$ cat config.mk
export PLATFORM = sky130hd
export DESIGN_NAME = queue_people_counter_flat
export DESIGN_NICKNAME = d
export VERILOG_FILES = /design/src/rtl/queue_people_counter_if.sv /design/src/rtl/queue_people_counter.sv /design/src/flat_wrapper.sv
export SDC_FILE = /design/constraint.sdc
export NUM_CORES = 1
export LEC_CHECK = 0
export CORE_MARGIN = 2
export CORE_UTILIZATION = 53
export CTS_BUF_LIST = sky130_fd_sc_hd__clkbuf_4 sky130_fd_sc_hd__clkbuf_8 sky130_fd_sc_hd__clkbuf_16
export CTS_CLUSTER_SIZE = 12
export DETAILED_ROUTE_END_ITERATION = 16
export PLACE_DENSITY = 0.77
export SKIP_CTS_REPAIR_TIMING = 1
export SLEW_MARGIN = 10
export SYNTH_ARGS = -nofsm -noshare
export SYNTH_HDL_FRONTEND = slang
export SYNTH_SLANG_ARGS = --single-unit
$ cat constraint.sdc
create_clock -name clk -period 2.2 [get_ports clk]
set_input_delay 0.55 -clock clk [delete_from_list [all_inputs] [get_ports clk]]
set_output_delay 0.55 -clock clk [all_outputs]
set_load 0.05 [all_outputs]
$ cat src/rtl/queue_people_counter_if.sv
// Bus bundle for the queue people counter: raw photocell inputs in,
// occupancy count, flags and one-cycle event/error pulses out.
interface queue_people_counter_if #(
    parameter int CNT_W = 3
);
    logic             back_sensor;
    logic             front_sensor;
    logic [CNT_W-1:0] Pcount;
    logic             full;
    logic             empty;
    logic             enter_evt;
    logic             leave_evt;
    logic             overflow_err;
    logic             underflow_err;

    // Sensor side (drives the photocells, observes the counter)
    modport master (
        output back_sensor, front_sensor,
        input  Pcount, full, empty, enter_evt, leave_evt, overflow_err, underflow_err
    );

    // Counter side
    modport slave (
        input  back_sensor, front_sensor,
        output Pcount, full, empty, enter_evt, leave_evt, overflow_err, underflow_err
    );
endinterface

$ cat src/rtl/queue_people_counter.sv
// Queue occupancy counter: synchronises and debounces the entry (back) and
// exit (front) photocells, detects complete passages on beam restore and
// keeps a saturating customer count with full/empty flags and event pulses.
module queue_people_counter #(
    parameter int CNT_W      = 3,
    parameter int MAX_COUNT  = 7,
    parameter int DEB_CYCLES = 4
) (
    input  logic                 clk,
    input  logic                 rst,
    queue_people_counter_if.slave bus
);
    localparam int DCW = $clog2(DEB_CYCLES + 1);
    localparam logic [DCW-1:0]   DEB_LAST = DCW'(DEB_CYCLES - 1);
    localparam logic [CNT_W-1:0] CNT_MAX  = CNT_W'(MAX_COUNT);

    localparam logic [0:0] ST_CLEAR   = 1'b0;
    localparam logic [0:0] ST_BLOCKED = 1'b1;

    // Index 0 = back (entry) beam, index 1 = front (exit) beam.
    logic [1:0]     raw;
    logic [1:0]     sync_p0;
    logic [1:0]     sync_p1;
    logic [1:0]     filt;
    logic [DCW-1:0] deb_cnt [2];
    logic [0:0]     state_q [2];
    logic [1:0]     vld_p0;

    logic [CNT_W-1:0] pcount_p1;
    logic             enter_p1;
    logic             leave_p1;
    logic             ovf_p1;
    logic             unf_p1;

    logic [CNT_W-1:0] cnt_nx;
    logic             enter_nx;
    logic             leave_nx;
    logic             ovf_nx;
    logic             unf_nx;

    // Saturating step helpers keep the count inside 0..MAX_COUNT.
    function automatic logic [CNT_W-1:0] sat_inc(input logic [CNT_W-1:0] c);
        return (c >= CNT_MAX) ? CNT_MAX : c + CNT_W'(1);
    endfunction

    function automatic logic [CNT_W-1:0] sat_dec(input logic [CNT_W-1:0] c);
        return (c == '0) ? '0 : c - CNT_W'(1);
    endfunction

    assign raw = {bus.front_sensor, bus.back_sensor};

    // --- stage p0/p1: two-flop synchroniser, then per-beam debounce filter ---
    // Filtered level toggles only after DEB_CYCLES consecutive disagreeing edges.
    always_ff @(posedge clk) begin
        if (rst) begin
            sync_p0 <= '0;
            sync_p1 <= '0;
            filt    <= '0;
            for (int i = 0; i < 2; i++) deb_cnt[i] <= '0;
        end else begin
            sync_p0 <= raw;
            sync_p1 <= sync_p0;
            for (int i = 0; i < 2; i++) begin
                if (sync_p1[i] == filt[i]) begin
                    deb_cnt[i] <= '0;
                end else if (deb_cnt[i] == DEB_LAST) begin
                    filt[i]    <= ~filt[i];
                    deb_cnt[i] <= '0;
                end else begin
                    deb_cnt[i] <= deb_cnt[i] + DCW'(1);
                end
            end
        end
    end

    // Passage tracker: a beam must break and then restore to count as a passage.
    always_ff @(posedge clk) begin
        if (rst) begin
            for (int i = 0; i < 2; i++) state_q[i] <= ST_CLEAR;
        end else begin
            for (int i = 0; i < 2; i++) begin
                if (state_q[i] == ST_CLEAR && filt[i])
                    state_q[i] <= ST_BLOCKED;
                else if (state_q[i] == ST_BLOCKED && !filt[i])
                    state_q[i] <= ST_CLEAR;
            end
        end
    end

    // Passage request is live for the single cycle between filt fall and the tracker catching up.
    always_comb begin
        for (int i = 0; i < 2; i++) vld_p0[i] = (state_q[i] == ST_BLOCKED) && !filt[i];
    end

    // Occupancy rules; a simultaneous entry+exit on an empty queue admits the entrant.
    always_comb begin
        cnt_nx   = pcount_p1;
        enter_nx = 1'b0;
        leave_nx = 1'b0;
        ovf_nx   = 1'b0;
        unf_nx   = 1'b0;
        case (vld_p0)
            2'b01: begin
                if (pcount_p1 == CNT_MAX) begin
                    ovf_nx = 1'b1;
                end else begin
                    cnt_nx   = sat_inc(pcount_p1);
                    enter_nx = 1'b1;
                end
            end
            2'b10: begin
                if (pcount_p1 == '0) begin
                    unf_nx = 1'b1;
                end else begin
                    cnt_nx   = sat_dec(pcount_p1);
                    leave_nx = 1'b1;
                end
            end
            2'b11: begin
                enter_nx = 1'b1;
                if (pcount_p1 == '0) begin
                    cnt_nx = sat_inc(pcount_p1);
                    unf_nx = 1'b1;
                end else begin
                    leave_nx = 1'b1;
                end
            end
            default: ;
        endcase
    end

    // --- stage p1: registered count and one-cycle event/error pulses ---
    always_ff @(posedge clk) begin
        if (rst) begin
            pcount_p1 <= '0;
            enter_p1  <= 1'b0;
            leave_p1  <= 1'b0;
            ovf_p1    <= 1'b0;
            unf_p1    <= 1'b0;
        end else begin
            pcount_p1 <= cnt_nx;
            enter_p1  <= enter_nx;
            leave_p1  <= leave_nx;
            ovf_p1    <= ovf_nx;
            unf_p1    <= unf_nx;
        end
    end

    assign bus.Pcount        = pcount_p1;
    assign bus.full          = (pcount_p1 == CNT_MAX);
    assign bus.empty         = (pcount_p1 == '0);
    assign bus.enter_evt     = enter_p1;
    assign bus.leave_evt     = leave_p1;
    assign bus.overflow_err  = ovf_p1;
    assign bus.underflow_err = unf_p1;
endmodule

$ cat src/flat_wrapper.sv
// flat-port wrapper written by rule: the top's interface ports become plain ports
module queue_people_counter_flat 
#(
    parameter int CNT_W      = 3,
    parameter int MAX_COUNT  = 7,
    parameter int DEB_CYCLES = 4
)
  (clk, rst, bus_back_sensor, bus_front_sensor, bus_Pcount, bus_full, bus_empty, bus_enter_evt, bus_leave_evt, bus_overflow_err, bus_underflow_err);
  queue_people_counter_if #(.CNT_W(CNT_W)) bus_i ();
  input  logic clk;
  input  logic rst;
  input wire logic [$bits(bus_i.back_sensor)-1:0] bus_back_sensor;
  input wire logic [$bits(bus_i.front_sensor)-1:0] bus_front_sensor;
  output wire logic [$bits(bus_i.Pcount)-1:0] bus_Pcount;
  output wire logic [$bits(bus_i.full)-1:0] bus_full;
  output wire logic [$bits(bus_i.empty)-1:0] bus_empty;
  output wire logic [$bits(bus_i.enter_evt)-1:0] bus_enter_evt;
  output wire logic [$bits(bus_i.leave_evt)-1:0] bus_leave_evt;
  output wire logic [$bits(bus_i.overflow_err)-1:0] bus_overflow_err;
  output wire logic [$bits(bus_i.underflow_err)-1:0] bus_underflow_err;
  assign bus_i.back_sensor = bus_back_sensor;
  assign bus_i.front_sensor = bus_front_sensor;
  assign bus_Pcount = bus_i.Pcount;
  assign bus_full = bus_i.full;
  assign bus_empty = bus_i.empty;
  assign bus_enter_evt = bus_i.enter_evt;
  assign bus_leave_evt = bus_i.leave_evt;
  assign bus_overflow_err = bus_i.overflow_err;
  assign bus_underflow_err = bus_i.underflow_err;
  queue_people_counter #(.CNT_W(CNT_W), .MAX_COUNT(MAX_COUNT), .DEB_CYCLES(DEB_CYCLES)) u_core (.clk(clk), .rst(rst), .bus(bus_i));
endmodule
* Word-level counts from Yosys, hierarchy flattened *
Memories as Yosys holds them, arrays and structs flattened.
Index checks and enable logic that the tools add are counted.

word-level totals
  input port bits = 4
  register bits after elaboration = 13
  memory bits (writable) = 8
  memories = 2
  logic and storage cells = 117

memory list
  memory          words  width  rd ports  clocked after memory_dff  wr ports  RTL line                    text
  u_core.deb_cnt  2      3      2         0                         2         queue_people_counter.sv:25  logic [DCW-1:0] deb_cnt [2];
  u_core.state_q  2      1      2         0                         2         queue_people_counter.sv:26  logic [0:0] state_q [2];

cells by class
  multiplexer cells = 58
  bitwise operators = 18
  eq/ne operators = 11
  magnitude comparators = 1
  $add $sub $neg = 4
  reductions and logical operators = 14

operators with widths
  kind                                                 count
  2-to-1 mux 1 bit                                     46
  2-to-1 mux 3 bit                                     10
  bitwise OR 1 bit                                     10
  adder 3 x 1 -> 3 bit, second input constant          3
  one-hot mux 3 bit (3 select lines)                   1
  inverter 1 bit                                       8
  equality test 3 x 2 -> 1 bit, second input constant  2
  != test 2 bit, second input constant                 3
  OR reduction 2 bit                                   3
  equality test 2 bit, second input constant           2
  logical AND 1 bit                                    4
  AND reduction 2 bit                                  2
  AND reduction 4 bit                                  1
  equality test 3 bit, second input constant           1
  >= comparator 3 bit, second input constant           1
  logical NOT 3 bit                                    1
  nonzero test 3 bit                                   1
  subtractor 3 x 1 -> 3 bit, second input constant     1
  equality test 1 bit                                  2
  equality test 2 x 1 -> 1 bit, second input constant  1
  logical NOT 1 bit                                    2
  one-hot mux 1 bit (2 select lines)                   1

* Depth between registers and ports, before layout *
Gate-level depths: netlist of run 1.

  depth after elaboration = 7
  mapped depth = 7
  mapped depth without buffers = 6

* Least setup slack after synthesis of run 1 *
OpenSTA, ideal clock, no wires.

  path kind = reg2reg
  from = register u_core.pcount_p1[0] (netlist: u_core.bus.Pcount[0])
  to = register u_core.pcount_p1[1] (netlist: u_core.bus.Pcount[1])
  setup time = 0.103 ns
  data required time = 2.097 ns
  path buffers = 0
  arrival time = 2.215 ns
  setup slack = -0.118 ns
  period minus slack after synthesis = 2.318 ns
  stages on the path, launching flop included = 7
  path through = dfxtp_1 ha_1 ha_1 nor3b_1 and2_1 nor3b_1 a2111oi_2

on the way
  elaborated cells between the ends (all ways) = 14
  those cells by class = 2 x add/sub; 1 x order compare; 4 x eq/ne; 5 x mux; 2 x reduce/logical

RTL lines
  what                                  RTL line                     text
  start: declaration                    queue_people_counter.sv:29   logic [CNT_W-1:0] pcount_p1;
  start signal: assignment              queue_people_counter.sv:141  pcount_p1 <= cnt_nx;
  equality test 3 bit                   n/a
  named net bus_full                    flat_wrapper.sv:15           output wire logic [$bits(bus_i.full)-1:0] bus_full;
  != test 2 bit (no source line)        n/a
  AND reduction 4 bit (no source line)  n/a

The timed path passes the listed nets, and every way through them passes these cells. The select of a mux whose other input is x is not followed.
A chain may end at the register's enable or synchronous reset.

* Final worst setup path of run 1 *
  from = register u_core.pcount_p1[1] (netlist: u_core.bus.Pcount[1])
  to = output bus_Pcount[1]

RTL lines
  what              RTL line            text
  end: declaration  flat_wrapper.sv:14  output wire logic [$bits(bus_i.Pcount)-1:0] bus_Pcount;

No word-level cell between the ends.

==> key figures, run 1 <==
Status
  – Status: complete, no violations

Global routing
  – First-pass GRT wire length: 3001 microns
  – Initial antenna violation count: 0
  – GRT Overall Usage: 16.45%
  – Vias in the first global route: 678
  – Remaining Overflow, GRT: 0
  – Largest net degree at the start of global routing: 12

Synthesis
  – Post-synthesis cell type count: 37
  – Syn Inst Count: 102
  – Most used flip-flop cell after synthesis: dfxtp_1
  – Sequential area share after synthesis: 46.01%
  – Ys async rst share: 0%
  – Post-synthesis cell area: 1066 sq um
  – Post-synth EDFFs: 7
  – Mapped Avg Cell Area: 10.45 sq um
  – FF+latch count, synth: 21
  – Ys Warns: 0

Clock network
  – Clock Sink Count: 21
  – CTS tree: yes
  – Worst-case clock buffer depth: 2
  – Worst-path clk slew: 110 ps
  – CTS H-tree depth: 1
  – Worst skew pair latency: 300 ps
  – Root Buffer: clkbuf_4
  – Cts bufs inserted: 3

Place
  – Routability Congestion: 0.7916
  – PortBufs: 12
  – Area post-placement: 1252 sq um
  – DP HPWL: 1374 microns

Min path
  – Hold path startpoint: u_core.sync_p0[1]$_SDFF_PP0_
  – Hold endpoint: u_core.sync_p1[1]$_SDFF_PP0_
  – Hold crit path type: reg -> reg
  – Hold depth: 1

Floorplan
  – Starting Density: 55.47%
  – Row count: 16
  – Core ar.: 1922 sq um
  – Die Span X: 48.85 microns
  – Die area: 2386 sq um
  – Die Height: 48.85 microns
  – IO Pins: 13

Setup path
  – Reg2reg setup slack: 320 ps
  – FF-to-FF Start: u_core.bus.Pcount[0]$_SDFFE_PP0P_
  – Crit-path leading delay family: buffers and inverters
  – Crit-path max FO: 5
  – CP Launch Type: flip-flop
  – Critical-path top delay cell: clkdlybuf4s50_1
  – R2R depth: 7
  – R2R Path End: u_core.bus.Pcount[1]$_SDFFE_PP0P_
  – Crit path cell chain: clkdlybuf4s50_1
  – Crit path buffers/inverters: 1
  – Worst EP required: 1650 ps
  – CP max stage delay: 830 ps
  – Critical path class: reg -> out
  – Worst EP arrival: 1530 ps
  – Worst setup EP type: primary output

Drt
  – Vias per cell: 5.162
  – Starting DRT DRC Count: 12
  – Routed Antenna Nets: 0
  – Total number of vias: 764
  – Wire length per cell: 11.70 microns
  – Drc violations: 0
  – Final wirelength: 1732 microns
  – First drt pass iteration count: 4

Layout
  – Finished layout cell area: 1295 sq um
  – Area Growth Syn to Fin: 21.48%
  – Layout cells sized above 1: 14.05%
  – Ant diodes: 0
  – Nets: 134
  – Multi-input logic area: 546.8 sq um
  – Final Core Density: 67.38%
  – Register Area: 490.5 sq um
  – Fill cells: 170

Timing
  – # setup viols final: 0
  – Final Slew Violations: 0
  – Max-slew headroom: 54.16%
  – Fmax: 0.4802 GHz
  – Min cycle time layout: 2082 ps
  – Actual slew at the worst max-slew pin: 686.1 ps
  – Post-route clock period utilization: 94.66%
  – Unrepaired setup endpoints after global routing: false
  – Hold Slack: 455.3 ps
  – Fin. Hold Viols: 0
  – Clock Skew: 2.330 ps

Power and ir drop
  – PD cells: 616.7 nW/um^2
  – Overall power: 0.7986 mW
  – LEAKAGE: 0.5351 nW
  – Peak VDD IR: 388.3 uV

Job
  – Number of max-cap violations: 0
placed cells by master, fill, tap and decap left out, types with 4 or more instances in the layout:
cell	n
dfxtp_1	14
nor2_1	9
clkdlybuf4s50_1	8
inv_1	7
ha_1	7
edfxtp_1	7
nor2b_1	6
conb_1	6
a21oi_1	5
a211oi_1	4
xnor2_1	4
clkbuf_4	4
synth_stat cells (3+ instances only):
cell type / number / area share, %
a21oi_1: 5 / 2.3
a211oi_1: 4 / 2.8
inv_1: 7 / 2.5
xnor2_1: 4 / 3.3
ha_1: 8 / 9.4
nor2b_1: 7 / 4.1
nor3_1: 3 / 1.4
nor2_1: 9 / 3.2
edfxtp_1: 7 / 20
dfxtp_1: 14 / 26
logic make-up after synthesis:
family	after synthesis	synth area share [%]
AND/OR/NAND/NOR	37	21.48
flip-flops	21	46.01
AO/OA/AOI/OAI	16	10.68
buffers and inverters	12	5.400
adder cells (fa/ha/maj)	8	9.390
XOR/XNOR	5	4.812
multiplexers	2	1.878
other	1	0.3518
worst max-delay path by stage:
stage                                            startpoint                                end  cells after the start  slack [ps]
after floorplan           u_core.bus.Pcount[0]$_SDFFE_PP0P_  u_core.bus.Pcount[1]$_SDFFE_PP0P_                      7          20
after global placement    u_core.bus.Pcount[1]$_SDFFE_PP0P_                          bus_empty                      4         240
after detailed placement  u_core.bus.Pcount[1]$_SDFFE_PP0P_                          bus_empty                      4         150
after CTS                 u_core.bus.Pcount[1]$_SDFFE_PP0P_                          bus_empty                      4        -200
after global routing      u_core.bus.Pcount[1]$_SDFFE_PP0P_                      bus_Pcount[1]                      1          50
final                     u_core.bus.Pcount[1]$_SDFFE_PP0P_                      bus_Pcount[1]                      1         120
metrics by stage:
step	TNS (ps)	worst slack (ps)	instances
4_1_cts	-222.0	-196.4	148
2_1_floorplan	0	17.66	107
6_report	0	117.5	148
3_5_place_dp	0	154.4	144
3_3_place_gp	0	235.7	144
5_1_grt	0	45.36	148
registers in the layout, indices dropped and copies added, names as in the netlist:
signal and cells:
u_core.deb_cnt 6, u_core.bus.enter_evt 1, u_core.bus.underflow_err 1, u_core.bus.leave_evt 1, u_core.bus.overflow_err 1, u_core.state_q 2, u_core.sync_p0 2, u_core.bus.Pcount 3
u_core.filt 2, u_core.sync_p1 2
per-layer routing:
layer / track usage (%) / part of all wire, % / wire (microns) / vias to the layer above
met5: 0 / 0 / 0 / -
met4: 5.714 / 0.23 / 4 / 0
met3: 3.681 / 4.0 / 69 / 2
met2: 25.34 / 44 / 770 / 19
met1: 22.89 / 51 / 888 / 351
li1: - / - / - / 392
power breakdown:
group          switching, mW  internal [mW]
Clock                  0.112         0.0829
Sequential            0.0119          0.416
Combinational         0.0979         0.0783
Total                  0.221          0.577
final cells by class:
| cell class | instances | share of cell area (%) |
|---|---|---|
| multi-input cells | 74 | 42.22 |
| flip-flops and latches | 21 | 37.87 |
| repair buffers | 15 | 12.95 |
| well taps | 27 | 2.609 |
| clock buffers | 4 | 2.319 |
| inverters | 7 | 2.029 |
No activity file was read; power rests on OpenSTA's default activity.
==> run 2, diff against run 1 <==
--- a/config.mk
+++ b/config.mk
@@ -5,6 +5,7 @@
 export SDC_FILE = /design/constraint.sdc
 export NUM_CORES = 1
 export LEC_CHECK = 0
+export CAP_MARGIN = 25
 export CORE_MARGIN = 2
 export CORE_UTILIZATION = 53
 export CTS_BUF_LIST = sky130_fd_sc_hd__clkbuf_4 sky130_fd_sc_hd__clkbuf_8 sky130_fd_sc_hd__clkbuf_16
==> results of run 2 <==
No change in the layout: final DEF, timing and power equal those of run 1.
